`src/rtl/popeye_roh_pkg.sv`:
```
// Shared types and constants for the Popeye bus-request / DMA slot sequencer.
package popeye_roh_pkg;

    typedef enum logic [1:0] {
        ST_IDLE = 2'd0,
        ST_REQ  = 2'd1,
        ST_XFER = 2'd2,
        ST_DONE = 2'd3
    } state_t;

    // {BI_n,AI_n} == 2'b00 means H[1:0] == 3, the last pixel of a 4-pixel slot.
    localparam logic [1:0] SLOT_PHASE = 2'b00;
    localparam logic [7:0] SLOT_MAX   = 8'd255;

endpackage

```
`src/rtl/popeye_roh_slot.sv`:
```
// Edge detector for the pixel phase and vertical blank: one-clk slot,
// vb_fall and vb_rise pulses derived from the slow H/V counter inputs.
module popeye_roh_slot
    import popeye_roh_pkg::*;
(
    input  logic       clk,
    input  logic       rst,
    input  logic       i_vb_n,
    input  logic [1:0] i_phase,
    input  logic       i_hbd_n,
    output logic       o_slot,
    output logic       o_vb_fall,
    output logic       o_vb_rise
);

    logic       r_vb_n_q;
    logic [1:0] r_phase_q;

    always_ff @(posedge clk) begin
        if (rst) begin
            r_vb_n_q  <= 1'b1;
            r_phase_q <= 2'b11;
        end else begin
            r_vb_n_q  <= i_vb_n;
            r_phase_q <= i_phase;
        end
    end

    // Each pixel lasts several clks, so only the entry into the slot phase counts.
    assign o_slot    = (i_phase == SLOT_PHASE) && (r_phase_q != SLOT_PHASE) && !i_hbd_n;
    assign o_vb_fall = r_vb_n_q && !i_vb_n;
    assign o_vb_rise = !r_vb_n_q && i_vb_n;

endmodule

```
`src/rtl/popeye_roh.sv`:
```
// Bus-request and DMA slot sequencer: requests the CPU bus during vertical
// blank and issues one transfer strobe per 4-pixel slot while granted.
//
// state | meaning
// IDLE  | bus released, waiting for vertical blank to start
// REQ   | bus requested, waiting for busak
// XFER  | bus granted, strobing one transfer per slot
// DONE  | table finished or 255 slots used, waiting for blank to end
module popeye_roh
    import popeye_roh_pkg::*;
(
    input  logic clk,
    input  logic rst,
    input  logic VB_n,
    input  logic AI_n,
    input  logic BI_n,
    input  logic HBD_n,
    input  logic busak,
    input  logic DM10,
    output logic MR_n,
    output logic ROHVCK,
    output logic ROHVS
);

    state_t     r_state;
    state_t     w_state_nxt;
    logic [7:0] r_count;
    logic [7:0] w_count_nxt;
    logic       r_mr_n;
    logic       r_vck;
    logic       r_vs;
    logic       w_mr_n_nxt;
    logic       w_vck_nxt;
    logic       w_vs_nxt;
    logic       w_slot;
    logic       w_vb_fall;
    logic       w_vb_rise;

    popeye_roh_slot u_slot (
        .clk       (clk),
        .rst       (rst),
        .i_vb_n    (VB_n),
        .i_phase   ({BI_n, AI_n}),
        .i_hbd_n   (HBD_n),
        .o_slot    (w_slot),
        .o_vb_fall (w_vb_fall),
        .o_vb_rise (w_vb_rise)
    );

    always_comb begin
        w_state_nxt = r_state;
        w_count_nxt = r_count;
        w_vck_nxt   = 1'b0;
        w_vs_nxt    = 1'b0;
        case (r_state)
            ST_IDLE: begin
                if (w_vb_fall) begin
                    w_state_nxt = ST_REQ;
                    w_count_nxt = '0;
                end
            end
            ST_REQ: begin
                if (w_vb_rise) begin
                    w_state_nxt = ST_IDLE;
                end else if (busak) begin
                    w_state_nxt = ST_XFER;
                end
            end
            ST_XFER: begin
                // Abort beats a lost grant, which beats a coincident slot.
                if (w_vb_rise) begin
                    w_state_nxt = ST_IDLE;
                end else if (!busak) begin
                    w_state_nxt = ST_REQ;
                end else if (w_slot) begin
                    w_vck_nxt   = 1'b1;
                    w_count_nxt = r_count + 8'd1;
                    if (DM10) begin
                        w_vs_nxt    = 1'b1;
                        w_state_nxt = ST_DONE;
                    end else if (w_count_nxt == SLOT_MAX) begin
                        w_state_nxt = ST_DONE;
                    end
                end
            end
            ST_DONE: begin
                if (w_vb_rise) begin
                    w_state_nxt = ST_IDLE;
                end
            end
            default: begin
                w_state_nxt = ST_IDLE;
            end
        endcase
    end

    assign w_mr_n_nxt = !((w_state_nxt == ST_REQ) || (w_state_nxt == ST_XFER));

    always_ff @(posedge clk) begin
        if (rst) begin
            r_state <= ST_IDLE;
            r_count <= '0;
            r_mr_n  <= 1'b1;
            r_vck   <= 1'b0;
            r_vs    <= 1'b0;
        end else begin
            r_state <= w_state_nxt;
            r_count <= w_count_nxt;
            r_mr_n  <= w_mr_n_nxt;
            r_vck   <= w_vck_nxt;
            r_vs    <= w_vs_nxt;
        end
    end

    assign MR_n   = r_mr_n;
    assign ROHVCK = r_vck;
    assign ROHVS  = r_vs;

endmodule

```
`config.mk`:
```
export PLATFORM = sky130hd
export DESIGN_NAME = popeye_roh
export DESIGN_NICKNAME = d
export VERILOG_FILES = /design/src/rtl/popeye_roh_pkg.sv /design/src/rtl/popeye_roh_slot.sv /design/src/rtl/popeye_roh.sv
export SDC_FILE = /design/constraint.sdc
export NUM_CORES = 1
export LEC_CHECK = 0
export CORE_MARGIN = 10
export CORE_UTILIZATION = 48
export CTS_CLUSTER_SIZE = 20
export DETAILED_ROUTE_END_ITERATION = 8
export PLACE_DENSITY = 0.73
export SYNTH_ARGS = -nofsm -noshare
export SYNTH_HDL_FRONTEND = slang
export SYNTH_SLANG_ARGS = --single-unit
```
`constraint.sdc`:
```
create_clock -name clk -period 1.95 [get_ports clk]
set_input_delay 0.195 -clock clk [delete_from_list [all_inputs] [get_ports clk]]
set_output_delay 0.195 -clock clk [all_outputs]
set_load 0.03 [all_outputs]
```
# Word-level counts from Yosys, hierarchy flattened
# Cells that the tools add are included.
# op_classes
n_bitwise	3
n_mux	17
reduce_logical	16
addsub	1
eq_ne	10
# ops
op	count
2-to-1 mux 8 bit	4
2-to-1 mux 2 bit	9
case mux 8 bit (2 select lines)	1
adder 8 x 1 -> 8 bit, second input constant	1
equality test 8 bit, second input constant	1
case mux 2 bit (4 select lines)	1
equality test 2 bit, second input constant	3
AND reduction 5 bit	1
OR reduction 5 bit	1
equality test 2 x 1 -> 1 bit, second input constant	2
logical AND 1 bit	4
zero test 1 bit	4
zero test 2 bit	2
inequality test 2 x 1 -> 1 bit, second input constant	2
inequality test 2 bit, second input constant	2
nonzero test 2 bit	2
OR reduction 4 bit	1
inverter 1 bit	3
2-to-1 mux 1 bit	2
logical OR 1 bit	1
# totals
wordCells	54
ff_bits	16
in_bits	8

# Longest topological paths before layout
# depth
word_depth	11
ltp_mapped	7

# Cells and area by module
# From an unflattened synthesis, not the netlist that was laid out.
# unflattened
cells_unflattened	96
area_unflattened_um2	830.8
# by_module_without_submodules
module	cells_each	instances	area_each_um2	seq_area_each_um2
popeye_roh	86	1	723.2	260.2
popeye_roh_slot	10	1	107.6	60.1

# Worst setup path before layout
# OpenSTA, ideal clock, no wires.
# synth_path
path_kind	register to register
start	register r_count[0]
end	register r_mr_n (netlist: MR_n)
synth_period_minus_slack_ns	1.838
setup_time_ns	0.072
path_stages_with_launch	8
path_slack_ns	0.112
arrival_time_ns	1.766
path_cell_list	dfxtp_1 > ha_1 > clkbuf_1 > a21oi_1 > o2111ai_1 > a32o_1 > a211oi_1 > mux2i_1
# synth_via
elab_chain_cells	11
elab_cells_between_ends	12
cone_classes	1 x add/sub; 3 x eq/ne; 6 x mux; 2 x reduce/logical
# synth_lines
element	line	rtl
start, declared	popeye_roh.sv:27	logic [7:0] r_count;
start signal, assigned	popeye_roh.sv:108	r_count <= w_count_nxt;
adder 8 x 1 -> 8 bit (*)	popeye_roh.sv:77	w_count_nxt = r_count + 8'd1;
equality test 8 bit (*)	popeye_roh.sv:81	end else if (w_count_nxt == SLOT_MAX) begin
2-to-1 mux 2 bit (*)	popeye_roh.sv:81	
2-to-1 mux 2 bit (*)	popeye_roh.sv:78	if (DM10) begin
2-to-1 mux 2 bit (*)	popeye_roh.sv:75	end else if (w_slot) begin
2-to-1 mux 2 bit (*)	popeye_roh.sv:73	end else if (!busak) begin
2-to-1 mux 2 bit (*)	popeye_roh.sv:71	if (w_vb_rise) begin
case mux 2 bit (4 select lines) (*)	popeye_roh.sv:55	case (r_state)
equality test 2 x 1 -> 1 bit / equality test 2 bit (equally long branches)	popeye_roh.sv:97	assign w_mr_n_nxt = !((w_state_nxt == ST_REQ) || (w_state_nxt == ST_XFER));
logical OR 1 bit (*)	popeye_roh.sv:97	
zero test 1 bit (*)	popeye_roh.sv:97	
end signal, assigned	popeye_roh.sv:109	r_mr_n <= w_mr_n_nxt;
end, declared	popeye_roh.sv:29	logic r_mr_n;
# Every way passes the cells marked *; elsewhere a longest branch is shown, timed or not.
# A chain may end at the register's enable or synchronous reset.

# Final worst setup path
# Ends and elaborated chain as after synthesis.

==> results.json <==
{
  "portBuffers": 10,
  "clkLatencyLatePin_ns": 0.29,
  "fin_crit_ns": 1.869,
  "power_density_mw_per_mm2": 491.3,
  "yosysTopAreaCell": "dfxtp_1",
  "fin_util": 0.6918,
  "synth_top_flop_cell": "dfxtp_1",
  "fp-row-count": 15,
  "async_flop_share": 0,
  "worstPathCellList": "ha_4, nand3_1, or3_1, a32o_1, a211oi_2, buf_4, mux2i_1",
  "grt_max_degree": 16,
  "p_total_w": 0.0005933,
  "yosysWarnings": 0,
  "vias": 906,
  "grt_pass1_vias": 783,
  "clockBufferDepth": 2,
  "holdWs_ns": 0.5146,
  "seq_area_frac_synth": 0.3585,
  "crit_required_ns": 2.17,
  "synth_nets": 120,
  "cts-buffers-inserted": 3,
  "synth_edf_count": 0,
  "cts-root-buf": "clkbuf_4",
  "cp-end-kind": "flop",
  "avgRoutedWirePerCell_um": 13.63,
  "dieArea_mm2": 0.003987,
  "critPathTopFamily": "compound AO/OA/AOI/OAI gates",
  "worst_slew_pin_slew_ns": 0.5131,
  "worst_slew_margin_rel": 0.6568,
  "grt_setup_unrepaired": "yes",
  "slowest_stage": "dfxtp_4",
  "fmaxAchievable_ghz": 0.5350,
  "p_leak_nw": 0.4220,
  "antenna_left": 0,
  "antenna_found_initial": 0,
  "maxCapViolCount": 0,
  "design.core.area_mm2": 0.001745,
  "wl_met1_um": 1004,
  "drc": 0,
  "die_w_um": 63.14,
  "ys_types": 42,
  "wl_met3_um": 84,
  "die_h_um": 63.14,
  "synth.avg_cell_area_um2": 8.121,
  "critPathKind": "flop to flop",
  "num_antenna_cells": 0,
  "wl_um": 2180,
  "outcome": "completed",
  "gp_congestion": 0.8853,
  "top_layer": "met4",
  "ios": 11,
  "skew_ns": 0.004099,
  "drt-pass1-iter-count": 4,
  "grt_pass1_wl_um": 3429,
  "place_hpwl_um": 1635,
  "area_growth_pct": 35.15,
  "cts_tree": "yes",
  "initial_core_util": 0.5118,
  "ir_worst_vdd_mv": 0.3812,
  "ys_seq_elements": 16,
  "path_buf_inv": 1,
  "critPathMaxFanout": 4,
  "cts_sinks": 16,
  "fin_tns_setup_ns": 0,
  "setup_viol": 0,
  "ctsHoldBuffers": 0,
  "nets": 147,
  "critical-path-max-stage-delay_ns": 0.38,
  "synthDominantCellAreaShare": 0.3585,
  "syn_area_um2": 893.4,
  "h-tree-depth": 1,
  "arrival_ns": 2.09,
  "clk_pin_slew_worst_paths_ns": 0.09,
  "min_path_type": "input pin to flop",
  "grt_overflow": 0,
  "drive_gt1_frac": 0.2667,
  "fin_crit_sh": 0.9586,
  "dr.first_iter.drc_count": 27,
  "grtUsageTotal": 0.1056,
  "startpoint_type": "flop",
  "synthTopCellsByArea": "dfxtp_1, nor2_1, nand2_1, a21oi_1, a311oi_1",
  "synth_cells": 110,
  "vias_per_cell": 5.663,
  "final-hold-violation-count": 0,
  "routed-wl-met2_um": 1048,
  "drv_slew": 0
}
synthesized netlist by cell type (2+ instances only):
cell / instances
a21oi_1: 7
a311oi_1: 4
a31oi_1: 2
clkbuf_1: 4
dfxtp_1: 16
ha_1: 2
mux2i_1: 2
nand2_1: 10
nand3_1: 4
nand3b_1: 2
nand4_1: 2
nor2_1: 15
nor2b_1: 4
nor3b_1: 2
o21ai_0: 3
o21bai_1: 2
or2_2: 3
or3_1: 2
cell families (layout without fill, tap and decap cells):
group | Yosys count | after routing | share of synthesized area
buffers and inverters | 7 | 32 | 0.03219
AO/OA/AOI/OAI | 25 | 25 | 0.1933
AND/OR/NAND/NOR | 57 | 57 | 0.3543
flip-flops | 16 | 16 | 0.3585
multiplexers | 2 | 2 | 0.02241
adder cells (fa/ha/maj) | 3 | 3 | 0.03921
final timing paths:
check	from	to	slack, ns	cells past startpoint
worst max-delay path	r_count[0]$_SDFFE_PP0P_	MR_n$_SDFF_PP1_	0.08	7
worst min-delay path	BI_n	u_slot.r_phase_q[1]$_SDFF_PP1_	0.51	2
worst max register to register	r_count[0]$_SDFFE_PP0P_	MR_n$_SDFF_PP1_	0.08	7
worst min register to register	r_count[7]$_SDFFE_PP0P_	r_count[7]$_SDFFE_PP0P_	0.55	2
registers in the layout, indices dropped and copies added (netlist names):
name / count
u_slot.r_vb_n_q: 1
r_state: 2
ROHVCK: 1
ROHVS: 1
u_slot.r_phase_q: 2
MR_n: 1
r_count: 8
metrics by stage:
stage | cell area [µm²] | setup slack, ns | cells
after detailed placement | 1135 | -0.2523 | 157
after floorplan | 893.4 | 0.1118 | 110
after CTS | 1176 | 0.002067 | 160
after global placement | 1135 | -0.1932 | 157
after global routing | 1207 | -0.04005 | 160
final | 1207 | 0.08070 | 160
layer usage:
layer | global-route usage | vias up
met2 | 0.1713 | 18
met5 | 0 | -
li1 | - | 460
met4 | 0.06983 | 0
met3 | 0.03180 | 5
met1 | 0.1160 | 423
cell usage in the layout, fill, tap and decap left out, drive strengths merged, types with 3 or more instances in the layout:
master	instances
nand3	4
nor2	15
o21ai	3
dfxtp	16
nor2b	4
or3	3
nand2	10
or2	3
clkbuf	3
a311oi	4
buf	18
clkdlybuf4s50	10
a21oi	7
layout make-up:
class                      instances  area [µm²]
timing repair buffer              28       235.2
inverter                           1       3.754
multi-input combinational         87       589.3
sequential                        16       325.3
tap                               25       31.28
fill                             149       538.0
clock buffer                       3       22.52
where the power goes:
| part | total, W | leakage [nW] | switching (W) | internal, W |
|---|---|---|---|---|
| Clock | 0.000175 | 0.0138 | 0.000103 | 0.0000720 |
| Sequential | 0.000340 | 0.132 | 0.00000607 | 0.000334 |
| Combinational | 0.0000781 | 0.277 | 0.0000362 | 0.0000419 |
| Total | 0.000593 | 0.422 | 0.000146 | 0.000448 |
what timing repair did:
item	in CTS	in global routing
gates resized for setup	4	8
hold endpoints to repair	0	0
pin swaps	0	2
buffers inserted	0	0
setup endpoints to repair	2	5
No activity file was read; power rests on OpenSTA's default activity.
